==> src/rtl/alu_cmd_driver.sv <==
// alu_cmd_driver: handshaked command sequencer for an 8-bit ALU datapath.
// Commands are queued in a small FIFO. Each command is driven onto the ALU
// ports from registers and held for SETTLE cycles. The ALU result is then
// captured and returned over a valid/ready response channel.
module alu_cmd_driver #(
  parameter int DEPTH  = 4,  // FIFO entries, power of two, >= 2
  parameter int SETTLE = 1   // ALU settle cycles, >= 1
) (
  input  logic        clk,
  input  logic        rst,
  // command channel
  input  logic        cmd_valid,
  output logic        cmd_ready,
  input  logic [7:0]  cmd_a,
  input  logic [7:0]  cmd_b,
  input  logic [3:0]  cmd_op,
  input  logic        cmd_cin,
  // ALU-facing ports
  output logic [7:0]  A,
  output logic [7:0]  B,
  output logic [3:0]  op,
  output logic        F,
  input  logic [7:0]  R,
  input  logic        D,
  // response channel
  output logic        rsp_valid,
  input  logic        rsp_ready,
  output logic [7:0]  rsp_result,
  output logic        rsp_cout,
  output logic [3:0]  rsp_op,
  // status
  output logic        busy,
  output logic [15:0] op_count
);

  localparam int PW = (DEPTH > 1) ? $clog2(DEPTH) : 1;
  localparam int CW = $clog2(DEPTH + 1);
  localparam int SW = (SETTLE > 1) ? $clog2(SETTLE + 1) : 1;

  typedef struct packed {
    logic [7:0] a;
    logic [7:0] b;
    logic [3:0] op;
    logic       cin;
  } cmd_t;

  typedef enum logic [1:0] {
    ST_IDLE = 2'd0,
    ST_WAIT = 2'd1,
    ST_RESP = 2'd2
  } state_t;

  // FIFO storage and bookkeeping
  cmd_t          r_mem [DEPTH];
  logic [PW-1:0] r_wr_ptr;
  logic [PW-1:0] r_rd_ptr;
  logic [CW-1:0] r_count;

  // sequencer state and registered outputs
  state_t        r_state;
  logic [SW-1:0] r_settle;
  logic [7:0]    r_a;
  logic [7:0]    r_b;
  logic [3:0]    r_op;
  logic          r_f;
  logic          r_rsp_valid;
  logic [7:0]    r_rsp_result;
  logic          r_rsp_cout;
  logic [3:0]    r_rsp_op;
  logic [15:0]   r_op_count;

  logic w_full;
  logic w_empty;
  logic w_push;
  logic w_pop;
  logic w_rsp_hs;
  cmd_t w_head;

  assign w_full   = (r_count == CW'(DEPTH));
  assign w_empty  = (r_count == '0);
  // Held low during reset so every output reads 0 while rst is asserted.
  assign cmd_ready = ~rst & ~w_full;
  assign w_push   = cmd_valid & cmd_ready;
  assign w_rsp_hs = (r_state == ST_RESP) & r_rsp_valid & rsp_ready;
  // The head is consumed when idle or on a response handshake, so
  // back-to-back commands never pass through IDLE.
  assign w_pop    = ~w_empty & ((r_state == ST_IDLE) | w_rsp_hs);
  assign w_head   = r_mem[r_rd_ptr];

  // FIFO data array: written on push only
  // NOTE: the storage array has no reset; only pointers and count define
  // validity, so clearing the data would add logic without changing behaviour.
  always_ff @(posedge clk) begin
    if (w_push) r_mem[r_wr_ptr] <= {cmd_a, cmd_b, cmd_op, cmd_cin};
  end

  // FIFO pointers and occupancy count
  // NOTE: sequential state uses non-blocking assignments so every register
  // sees the pre-edge values of the others.
  always_ff @(posedge clk or posedge rst) begin
    if (rst) begin
      r_wr_ptr <= '0;
      r_rd_ptr <= '0;
      r_count  <= '0;
    end else begin
      if (w_push) r_wr_ptr <= r_wr_ptr + PW'(1);
      if (w_pop)  r_rd_ptr <= r_rd_ptr + PW'(1);
      r_count <= r_count + CW'(w_push) - CW'(w_pop);
    end
  end

  // Sequencer: load ALU inputs, wait SETTLE cycles, capture, hand back result
  always_ff @(posedge clk or posedge rst) begin
    if (rst) begin
      r_state      <= ST_IDLE;
      r_settle     <= '0;
      r_a          <= '0;
      r_b          <= '0;
      r_op         <= '0;
      r_f          <= 1'b0;
      r_rsp_valid  <= 1'b0;
      r_rsp_result <= '0;
      r_rsp_cout   <= 1'b0;
      r_rsp_op     <= '0;
      r_op_count   <= '0;
    end else begin
      case (r_state)
        ST_IDLE: begin
          if (w_pop) begin
            r_a      <= w_head.a;
            r_b      <= w_head.b;
            r_op     <= w_head.op;
            r_f      <= w_head.cin;
            r_settle <= SW'(SETTLE);
            r_state  <= ST_WAIT;
          end
        end
        ST_WAIT: begin
          r_settle <= r_settle - SW'(1);
          if (r_settle == SW'(1)) begin
            r_rsp_result <= R;
            r_rsp_cout   <= D;
            r_rsp_op     <= r_op;
            r_rsp_valid  <= 1'b1;
            r_state      <= ST_RESP;
          end
        end
        ST_RESP: begin
          if (w_rsp_hs) begin
            r_rsp_valid <= 1'b0;
            r_op_count  <= r_op_count + 16'd1;
            if (w_pop) begin
              r_a      <= w_head.a;
              r_b      <= w_head.b;
              r_op     <= w_head.op;
              r_f      <= w_head.cin;
              r_settle <= SW'(SETTLE);
              r_state  <= ST_WAIT;
            end else begin
              r_state  <= ST_IDLE;
            end
          end
        end
        default: r_state <= ST_IDLE;
      endcase
    end
  end

  assign A          = r_a;
  assign B          = r_b;
  assign op         = r_op;
  assign F          = r_f;
  assign rsp_valid  = r_rsp_valid;
  assign rsp_result = r_rsp_result;
  assign rsp_cout   = r_rsp_cout;
  assign rsp_op     = r_rsp_op;
  assign op_count   = r_op_count;
  assign busy       = (r_state != ST_IDLE) | ~w_empty;

endmodule

==> config.mk <==
export PLATFORM = sky130hd
export DESIGN_NAME = alu_cmd_driver
export DESIGN_NICKNAME = d
export VERILOG_FILES = /design/src/rtl/alu_cmd_driver.sv
export SDC_FILE = /design/constraint.sdc
export NUM_CORES = 1
export LEC_CHECK = 0
export BUFFER_PORTS_ARGS = -buffer_cell sky130_fd_sc_hd__buf_2
export CAP_MARGIN = 10
export CORE_ASPECT_RATIO = 0.5
export CORE_MARGIN = 2
export CORE_UTILIZATION = 35
export CTS_BUF_LIST = sky130_fd_sc_hd__clkbuf_16
export CTS_CLUSTER_DIAMETER = 50
export DETAILED_ROUTE_END_ITERATION = 10
export GPL_TIMING_DRIVEN = 0
export PLACE_DENSITY_LB_ADDON = 0.12
export RECOVER_POWER = 25
export SETUP_SLACK_MARGIN = 0.02
export SYNTH_ARGS = -nofsm -noshare
export SYNTH_HDL_FRONTEND = slang
export SYNTH_SLANG_ARGS = --single-unit
==> constraint.sdc <==
create_clock -name clk -period 2.75 [get_ports clk]
set_clock_uncertainty 0.2 [all_clocks]
set_input_delay 0.55 -clock clk [delete_from_list [all_inputs] [get_ports clk]]
set_output_delay 0.55 -clock clk [all_outputs]
set_load 0.01 [all_outputs]
==> results of run 1 <==
[power groups by stage]
stage | combinational, uW | clock [uW] | sequential [uW]
global placement | 2400 | 0 | 3180
finish | 2440 | 2320 | 3170
global route | 2680 | 2480 | 3240
floorplan | 1630 | 0 | 3280
detailed placement | 2470 | 0 | 3220
CTS | 2500 | 2370 | 3180
[metal layers]
layer	track usage (%)	vias up	routed length (um)
li1	-	1353	-
met1	17.4	1496	4920
met2	22.5	65	5320
met3	3.97	4	541
met4	5.09	0	61
met5	0	-	0
[sequential cells by signal, indices dropped and copies added, names as in the netlist]
name,cells
op_count,16
rsp_valid,1
r_wr_ptr,2
r_count,3
op,4
rsp_cout,1
r_state,2
A,8
F,1
r_mem,84
rsp_op,4
B,8
r_rd_ptr,2
r_settle,1
rsp_result,8
[kinds of logic after synthesis]
kind of cell / synth area share, %
adder cells (fa/ha/maj): 1.88
buffers and inverters: 1.97
XOR/XNOR: 3.06
AND/OR/NAND/NOR: 5.49
flip-flops: 70.8
multiplexers: 16.1
AO/OA/AOI/OAI: 0.656
[stage by stage]
stage               setup TNS (ns)  power, uW  area (sq um)  instances  worst slack [ns]
CTS                              0       8040          7050        641            0.0635
floorplan                        0       4910          5720        300             0.135
detailed placement          -0.439       5680          6450        608            -0.302
global placement            -27.73       5580          6430        607            -0.451
finish                           0       7930          7060        642             0.245
global route                     0       8400          7060        642            0.0482
[cell usage after synthesis]
cell type	instances	area, sq um
edfxtp_1	84	2520
dfrtp_1	61	1530
mux4_2	21	473
mux2_2	20	225
mux2_4	15	225
xnor2_1	15	131
nand2_1	13	48.8
inv_1	11	41.3
ha_1	7	87.6
and3_1	6	37.5
buf_6	5	56.3
xor2_1	5	43.8
nand4_1	4	25.0
nor2_1	4	15.0
nand2_2	3	18.8
nand3_1	3	15.0
nor3_2	3	30.0
a21oi_1	2	10.0
clkbuf_1	2	7.51
nor3_1	2	10.0
a211oi_4	1	20.0
a21o_1	1	7.51
and2_1	1	6.26
and2b_1	1	7.51
and4_1	1	8.76
and4b_2	1	11.3
buf_4	1	7.51
fa_1	1	20.0
nand3b_1	1	7.51
nand4_4	1	21.3
nand4b_1	1	8.76
nand4b_2	1	15.0
nor4_1	1	6.26
nor4_4	1	21.3
[worst max-delay path, delay by kind of cell (launching register included)]
| family | cells | cell delay, ns |
|---|---|---|
| buffers and inverters | 3 | 0.15 |
| adders and majority gates | 3 | 0.78 |
| AOI/OAI and AO/OA | 1 | 0.23 |
| and+or+nand+nor | 2 | 0.32 |
| DFF | 1 | 0.42 |
| xor gates and xnor gates | 2 | 0.32 |
[layout make-up]
type	count	area [sq um]
Fill cell	1427	8630
Buffer	8	71.3
Sequential cell	145	4050
Tap cell	221	277
Clock inverter	15	173
Multi-Input combinational cell	136	1570
Timing Repair Buffer	89	459
Inverter	11	41.3
Clock buffer	17	425
[path summary, 6_finish.rpt]
path                         startpoint             to  cells after the start
setup / recovery             r_count[1]     r_count[2]                     11
hold / removal                     R[3]  rsp_result[3]                      2
setup reg to reg             r_count[1]     r_count[2]                     11
hold reg to reg            op_count[15]   op_count[15]                      1
max in group asynchronous           rst    op_count[8]                      3
min in group asynchronous           rst     r_count[1]                      2
[what timing repair did]
action	4_1_cts	5_1_grt
setup buffers	1	0
endpoints found under the setup margin	1	1
resized for setup	0	3
pin swaps	1	0
endpoints found under the hold margin	0	0
==> key figures, run 1 <==
Power
  – Int Power: 5550 uW
  – Pwr Density: 1120 nW/um^2
  – Sw Share: 30.0%
  – Worst vdd ir: 481 uV
  – Seq pwr share: 40.0%
  – Power share of the combinational group: 30.8%
  – Net switching power: 2380 uW
  – Clock Power Share: 29.2%
  – Leakage power: 0.00283 uW

STA
  – # setup viols final: 0
  – Pins Over Slew Limit: 0
  – Max Freq: 0.399 GHz
  – Hold Slack: 0.171 ns
  – Slew @ Worst Pin: 1.18 ns
  – Unrepaired setup endpoints after global routing: no
  – Max_slew headroom: 21.1%
  – Crit path time final: 2.51 ns
  – Tcrit/Tclk final: 91.1%
  – Hold Vio Cnt, Final: 0

Finish
  – Final layout net count: 450
  – Layout cells sized above 1: 41.6%
  – Inserted Diodes: 0
  – Most frequent cells in the layout: edfxtp_1, buf_2, dfrtp_1
  – Utilization after layout: 45.0%
  – Area growth syn-to-layout: 23.5%
  – Commonest non-fill, non-tap cell in the layout: edfxtp_1

Synthesis
  – Cells after Synth: 300
  – Yosys cell types: 34
  – #FFs+latches synth: 145
  – Synthesized area per cell: 19.1 sq um
  – Syn Nets: 342
  – Synth Cell Area: 5720 sq um
  – Register area share after synthesis: 70.8%
  – Warning count from the yosys run: 0

Clock tree
  – Hold buffer count at CTS: 0
  – TritonCTS buffer count: 17
  – Clk sinks: 145
  – Clk_lat worst skew: 0.41 ns
  – Clock Pin Slew Worst Setup and Hold Paths: 0.07 ns
  – Root buf cell: clkbuf_16
  – Max clock buf depth: 2
  – CTS tree: yes
  – H-tree Lvls: 4

Route
  – Wire per inst: 16.9 um
  – Pre-antenna DRT Iters: 4
  – Initial DRC Count: 116
  – Post-detailed-route via-to-cell ratio: 4.55
  – DR vias: 2,918
  – Post-route ant nets: 0
  – Post-Route WL: 10.8 mm
  – Detailed-route DRC error count: 0

Global route
  – Largest net degree at the start of global routing: 39
  – Grt ovf: 0
  – Global-route wire length before repair: 17.3 mm
  – Initial antenna violation count: 0
  – Vias in the first global route: 3,139
  – Global-route usage over all layers: 13.7%

Floorplan
  – Core Rows: 32
  – Io pins: 87
  – Core area: 15,700 sq um
  – DIE WIDTH: 185 um
  – Die Area: 17,400 sq um
  – Die height: 94.4 um
  – Initial cell density of the core: 36.4%

Worst setup path
  – CP cell instances: nor2_1, a21oi_2, and2_1, inv_1, ha_1, inv_1, ha_1, inv_1, fa_1, xnor2_1, xnor2_1
  – Req. time, crit path: 2.88 ns
  – Reg2Reg Setup Slack: 0.24 ns
  – Critical Path Max Stage Delay: 0.42 ns
  – Critical Path AT: 2.63 ns
  – CP Launch Type: flip-flop
  – Slowest CP cell: dfrtp_2
  – Cell mode on critical path: inv_1
  – WS Path Type: flip-flop to flip-flop
  – Critical Path Fanout Max: 6
  – Critical path endpoint category: flip-flop

Outcome
  – Run status: finished clean

Hold path
  – Min-Delay Path Class: input port to flip-flop

Run
  – Max_cap viols: 0

Placement
  – HPWL Detailed: 7.15 mm
  – Routability cong.: 0.792
  – IO buf count: 86
(Power assumes the default switching activity.)
==> run 2, diff against run 1 <==
==> constraint.sdc (replaced) <==
create_clock -name clk -period 2.9 [get_ports clk]
set_clock_uncertainty 0.2 [all_clocks]
set_input_delay 0.58 -clock clk [delete_from_list [all_inputs] [get_ports clk]]
set_output_delay 0.58 -clock clk [all_outputs]
set_load 0.01 [all_outputs]
==> key figures, run 2 (synthesized netlist as in run 1, its figures left out) <==
Worst setup path
  – WS Path Type: flip-flop to flip-flop
  – Critical Path Max Stage Delay: 0.44 ns
  – Slowest CP cell: dfrtp_1
  – Req. time, crit path: 3.03 ns
  – Critical Path AT: 2.75 ns
  – Critical path endpoint category: flip-flop
  – Crit-path leading delay family: adder cells
  – Crit path buf inv count: 3
  – CP Launch Type: flip-flop
  – CP cell instances: nor3_1, a211oi_4, buf_6, ha_1, inv_1, ha_1, inv_1, fa_1, xnor2_1, xnor2_1
  – Critical Path Fanout Max: 10

Clock tree
  – Hold buffer count at CTS: 0
  – TritonCTS buffer count: 17
  – H-tree Lvls: 4
  – Clk_lat worst skew: 0.41 ns
  – CTS tree: yes
  – Clock Pin Slew Worst Setup and Hold Paths: 0.07 ns
  – Max clock buf depth: 2
  – Clk sinks: 145
  – Root buf cell: clkbuf_16

Outcome
  – Run status: finished clean

STA
  – Hold Vio Cnt, Final: 0
  – Hold Slack: 0.198 ns
  – # setup viols final: 0
  – Max Freq: 0.381 GHz
  – Unrepaired setup endpoints after global routing: no
  – Pins Over Slew Limit: 0
  – Max_slew headroom: 21.3%
  – PnR worst setup slack: 0.277 ns
  – Crit path time final: 2.62 ns
  – Slew @ Worst Pin: 1.18 ns
  – Tcrit/Tclk final: 90.4%

Power
  – Worst vdd ir: 461 uV
  – Pwr Density: 1070 nW/um^2
  – Leakage power: 0.00284 uW
  – Power Total: 7530 uW

Finish
  – Layout cells sized above 1: 41.2%
  – Largest Register: r_mem
  – Utilization after layout: 45.0%
  – Final layout net count: 451
  – Sequential cell area: 4050 sq um
  – Inserted Diodes: 0
  – Most frequent cells in the layout: edfxtp_1, buf_2, dfrtp_1
  – Max FFs per register: 84
  – Multi-input gate area: 1560 sq um
  – Fin cells: 643
  – Fillers: 1,425
  – Area growth syn-to-layout: 23.5%
  – Commonest non-fill, non-tap cell in the layout: edfxtp_1

Route
  – Pre-antenna DRT Iters: 4
  – Wire per inst: 16.9 um
  – Post-Route WL: 10.8 mm
  – DR vias: 2,922
  – Post-route ant nets: 0
  – Post-detailed-route via-to-cell ratio: 4.54
  – Initial DRC Count: 126
  – Detailed-route DRC error count: 0

Placement
  – IO buf count: 86
  – Cells after DPL: 608
  – Pre-CTS WS: -0.182 ns
  – Routability cong.: 0.792
  – HPWL Detailed: 7.15 mm

Global route
  – Grt ovf: 0
  – Global-route usage over all layers: 13.6%
  – Global-route wire length before repair: 17.2 mm
  – Initial antenna violation count: 0
  – Largest net degree at the start of global routing: 39
  – Vias in the first global route: 3,137

Floorplan
  – Die Area: 17,400 sq um
  – Die height: 94.4 um
  – DIE WIDTH: 185 um
  – Io pins: 87
  – Initial cell density of the core: 36.4%
  – Core Rows: 32
  – Core area: 15,700 sq um

Run
  – Max_cap viols: 0

Hold path
  – Min-Delay Path Class: input port to flip-flop
## run 2: changes by cell type in the layout (fill, tap and decap cells not counted)
cell / before / now
buf_4: 2 / 3
dfrtp_2: 1 / 0
nor3_2: 4 / 3
nor3_1: 1 / 2
dfrtp_1: 60 / 61
## run 2: area by class of cell
cell class | count | area share, %
plain buffers | 8 | 1.01
clock buffers | 17 | 6.02
clock inverters | 15 | 2.44
inverters | 11 | 0.584
multi-input cells | 136 | 22.1
flip-flops and latches | 145 | 57.3
well taps | 221 | 3.91
repair buffers | 90 | 6.61
## run 2: repair_timing
item                                    CTS  global route
buffers inserted                          0             2
endpoints found under the setup margin    1             1
gates resized for setup                   0             1
pin swaps                                 1             1
## run 2: final timing paths
path / from / end / slack (ns) / depth (start not counted)
max: r_count[1] / r_count[2] / 0.28 / 10
min reg2reg: op_count[15] / op_count[15] / 0.28 / 1
min: R[2] / rsp_result[2] / 0.20 / 2
max in group asynchronous: rst / op_count[8] / 1.47 / 3
min in group asynchronous: rst / r_count[1] / 0.26 / 2
max reg2reg: r_count[1] / r_count[2] / 0.28 / 10
## run 2: where the power goes
| part | switching (uW) | total, uW | internal (uW) |
|---|---|---|---|
| combinational | 1050 | 2320 | 1270 |
| sequential | 306 | 3000 | 2700 |
| clock | 906 | 2200 | 1300 |
| total | 2260 | 7530 | 5270 |
## run 2: layer usage
layer	global-route usage [%]	part of all wire, %
met5	0	0
met4	5.09	0.87
met3	3.97	5.2
met2	22.5	49
met1	17.3	45
## run 2: stage by stage
stage          TNS, ns  cell area, sq um
3_5_place_dp    -0.199              6450
3_3_place_gp    -20.17              6430
4_1_cts              0              7040
2_1_floorplan        0              5720
6_report             0              7060
5_1_grt              0              7060
==> run 3, diff against run 2 <==
--- a/config.mk
+++ b/config.mk
@@ -13,7 +13,6 @@
 export CTS_BUF_LIST = sky130_fd_sc_hd__clkbuf_16
 export CTS_CLUSTER_DIAMETER = 50
 export DETAILED_ROUTE_END_ITERATION = 10
-export GPL_TIMING_DRIVEN = 0
 export PLACE_DENSITY_LB_ADDON = 0.12
 export RECOVER_POWER = 25
 export SETUP_SLACK_MARGIN = 0.02
==> key figures, run 3 (synthesized netlist as in run 1, its figures left out) <==
Global route
  – Global-route usage over all layers: 13.2%
  – Grt ovf: 0
  – Global-route wire length before repair: 17.0 mm
  – Initial antenna violation count: 0
  – Largest net degree at the start of global routing: 62
  – Vias in the first global route: 3,174

Floorplan
  – DIE WIDTH: 185 um
  – Io pins: 87
  – Core area: 15,700 sq um
  – Initial cell density of the core: 36.4%
  – Die Area: 17,400 sq um
  – Die height: 94.4 um
  – Core Rows: 32

Route
  – Wire per inst: 16.7 um
  – Post-route ant nets: 0
  – Pre-antenna DRT Iters: 4
  – Detailed-route DRC error count: 0
  – Post-Route WL: 10.7 mm
  – Post-detailed-route via-to-cell ratio: 4.64
  – DR vias: 2,966
  – Initial DRC Count: 98

Power
  – Pwr Density: 1050 nW/um^2
  – Worst vdd ir: 474 uV
  – Leakage power: 0.00280 uW

Hold path
  – Min-Delay Path Class: input port to flip-flop

STA
  – Pins Over Slew Limit: 62
  – Max_slew headroom: -8.98%
  – Hold Vio Cnt, Final: 0
  – Setup TNS: 0 ns
  – Max Freq: 0.407 GHz
  – # setup viols final: 0
  – Slew @ Worst Pin: 1.63 ns
  – Crit path time final: 2.46 ns
  – Tcrit/Tclk final: 84.7%
  – Unrepaired setup endpoints after global routing: no

Worst setup path
  – Critical Path Fanout Max: 4
  – Critical path endpoint category: flip-flop
  – Critical Path AT: 2.59 ns
  – WS Path Type: flip-flop to flip-flop
  – CP Launch Type: flip-flop
  – Req. time, crit path: 3.03 ns

Finish
  – Layout cells sized above 1: 41.6%
  – Max FFs per register: 84
  – Final layout net count: 447
  – Fillers: 1,416
  – Area growth syn-to-layout: 22.1%
  – Design area: 6980 sq um
  – Commonest non-fill, non-tap cell in the layout: edfxtp_1
  – Most frequent cells in the layout: edfxtp_1, buf_2, dfrtp_1
  – Inserted Diodes: 0
  – Largest Register: r_mem

Placement
  – HPWL Detailed: 6.66 mm
  – Routability cong.: 0.753
  – IO buf count: 86
  – Area after DPL: 6430 sq um

Outcome
  – Failing checks: max-capacitance violations, max-slew violations
  – Run status: complete, but fails checks

Clock tree
  – Post-CTS setup buffers: 0
  – H-tree Lvls: 4
  – Root buf cell: clkbuf_16
  – TritonCTS buffer count: 17
  – Hold buffer count at CTS: 0
  – Clock Pin Slew Worst Setup and Hold Paths: 0.07 ns
  – Clk sinks: 145
  – Max clock buf depth: 2
  – Clk_lat worst skew: 0.41 ns
  – PostCTS Resize Cnt: 0
  – CTS tree: yes

Run
  – Max_cap viols: 1
==> run 3: changes by cell type in the layout (fill, tap and decap cells not counted), sizes merged <==
cell      delta
clkbuf       -1
clkinvlp     -2
clkinv       +4
buf          -3
bufinv       -2
==> run 3: metal layers <==
metal / track usage [%] / up-vias / part of all wire (%)
met1: 16.1 / 1537 / 44
met2: 22.9 / 65 / 50
met5: 0 / - / 0
li1: - / 1355 / -
met4: 4.03 / 0 / 1.0
met3: 3.90 / 9 / 4.9
==> run 3: final cells by class <==
type                       instances  area [sq um]  area share (%)
multi-input combinational        136          1560            22.3
inverter                          11          41.3           0.592
clock buffer                      17           425            6.09
timing repair buffer              94           462            6.61
clock inverter                    15           168            2.40
sequential                       145          4050            58.0
tap                              221           277            3.96
==> run 3: report_power, final <==
| group | internal, uW | total, uW | switching [uW] |
|---|---|---|---|
| clock network | 1160 | 2130 | 972 |
| logic | 1180 | 2080 | 904 |
| registers | 2690 | 3110 | 417 |
| total | 5030 | 7330 | 2290 |
==> run 3: per-stage QoR <==
stage	power (uW)	setup slack (ns)	utilization (%)	cells	hold slack (ns)
5_1_grt	7750	0.274	44.5	639	0.194
3_3_place_gp	5220	0.337	41.0	607	0.261
6_report	7330	0.444	44.5	639	0.203
2_1_floorplan	4660	0.255	-	300	0.268
4_1_cts	7460	0.406	44.7	639	0.0581
3_5_place_dp	5300	0.240	41.0	607	0.265
==> run 3: final timing paths <==
path | cells past startpoint | start | end | slack [ns]
min in group asynchronous | 3 | rst | r_count[2] | 0.54
max in group asynchronous | 3 | rst | r_rd_ptr[0] | 0.86
worst max-delay path | 11 | r_count[1] | r_count[2] | 0.44
worst max register to register | 11 | r_count[1] | r_count[2] | 0.44
worst min-delay path | 2 | R[1] | rsp_result[1] | 0.20
worst min register to register | 1 | op_count[15] | op_count[15] | 0.26
==> run 3: worst max-delay path: stages (launching register included) <==
cell and delay (ns):
dfrtp_1 0.43, nor2_1 0.07, a21oi_1 0.18, and2_1 0.21
inv_1 0.07, ha_1 0.29, inv_1 0.06, ha_1 0.13
inv_1 0.05, fa_1 0.37, xnor2_1 0.19, xnor2_1 0.14
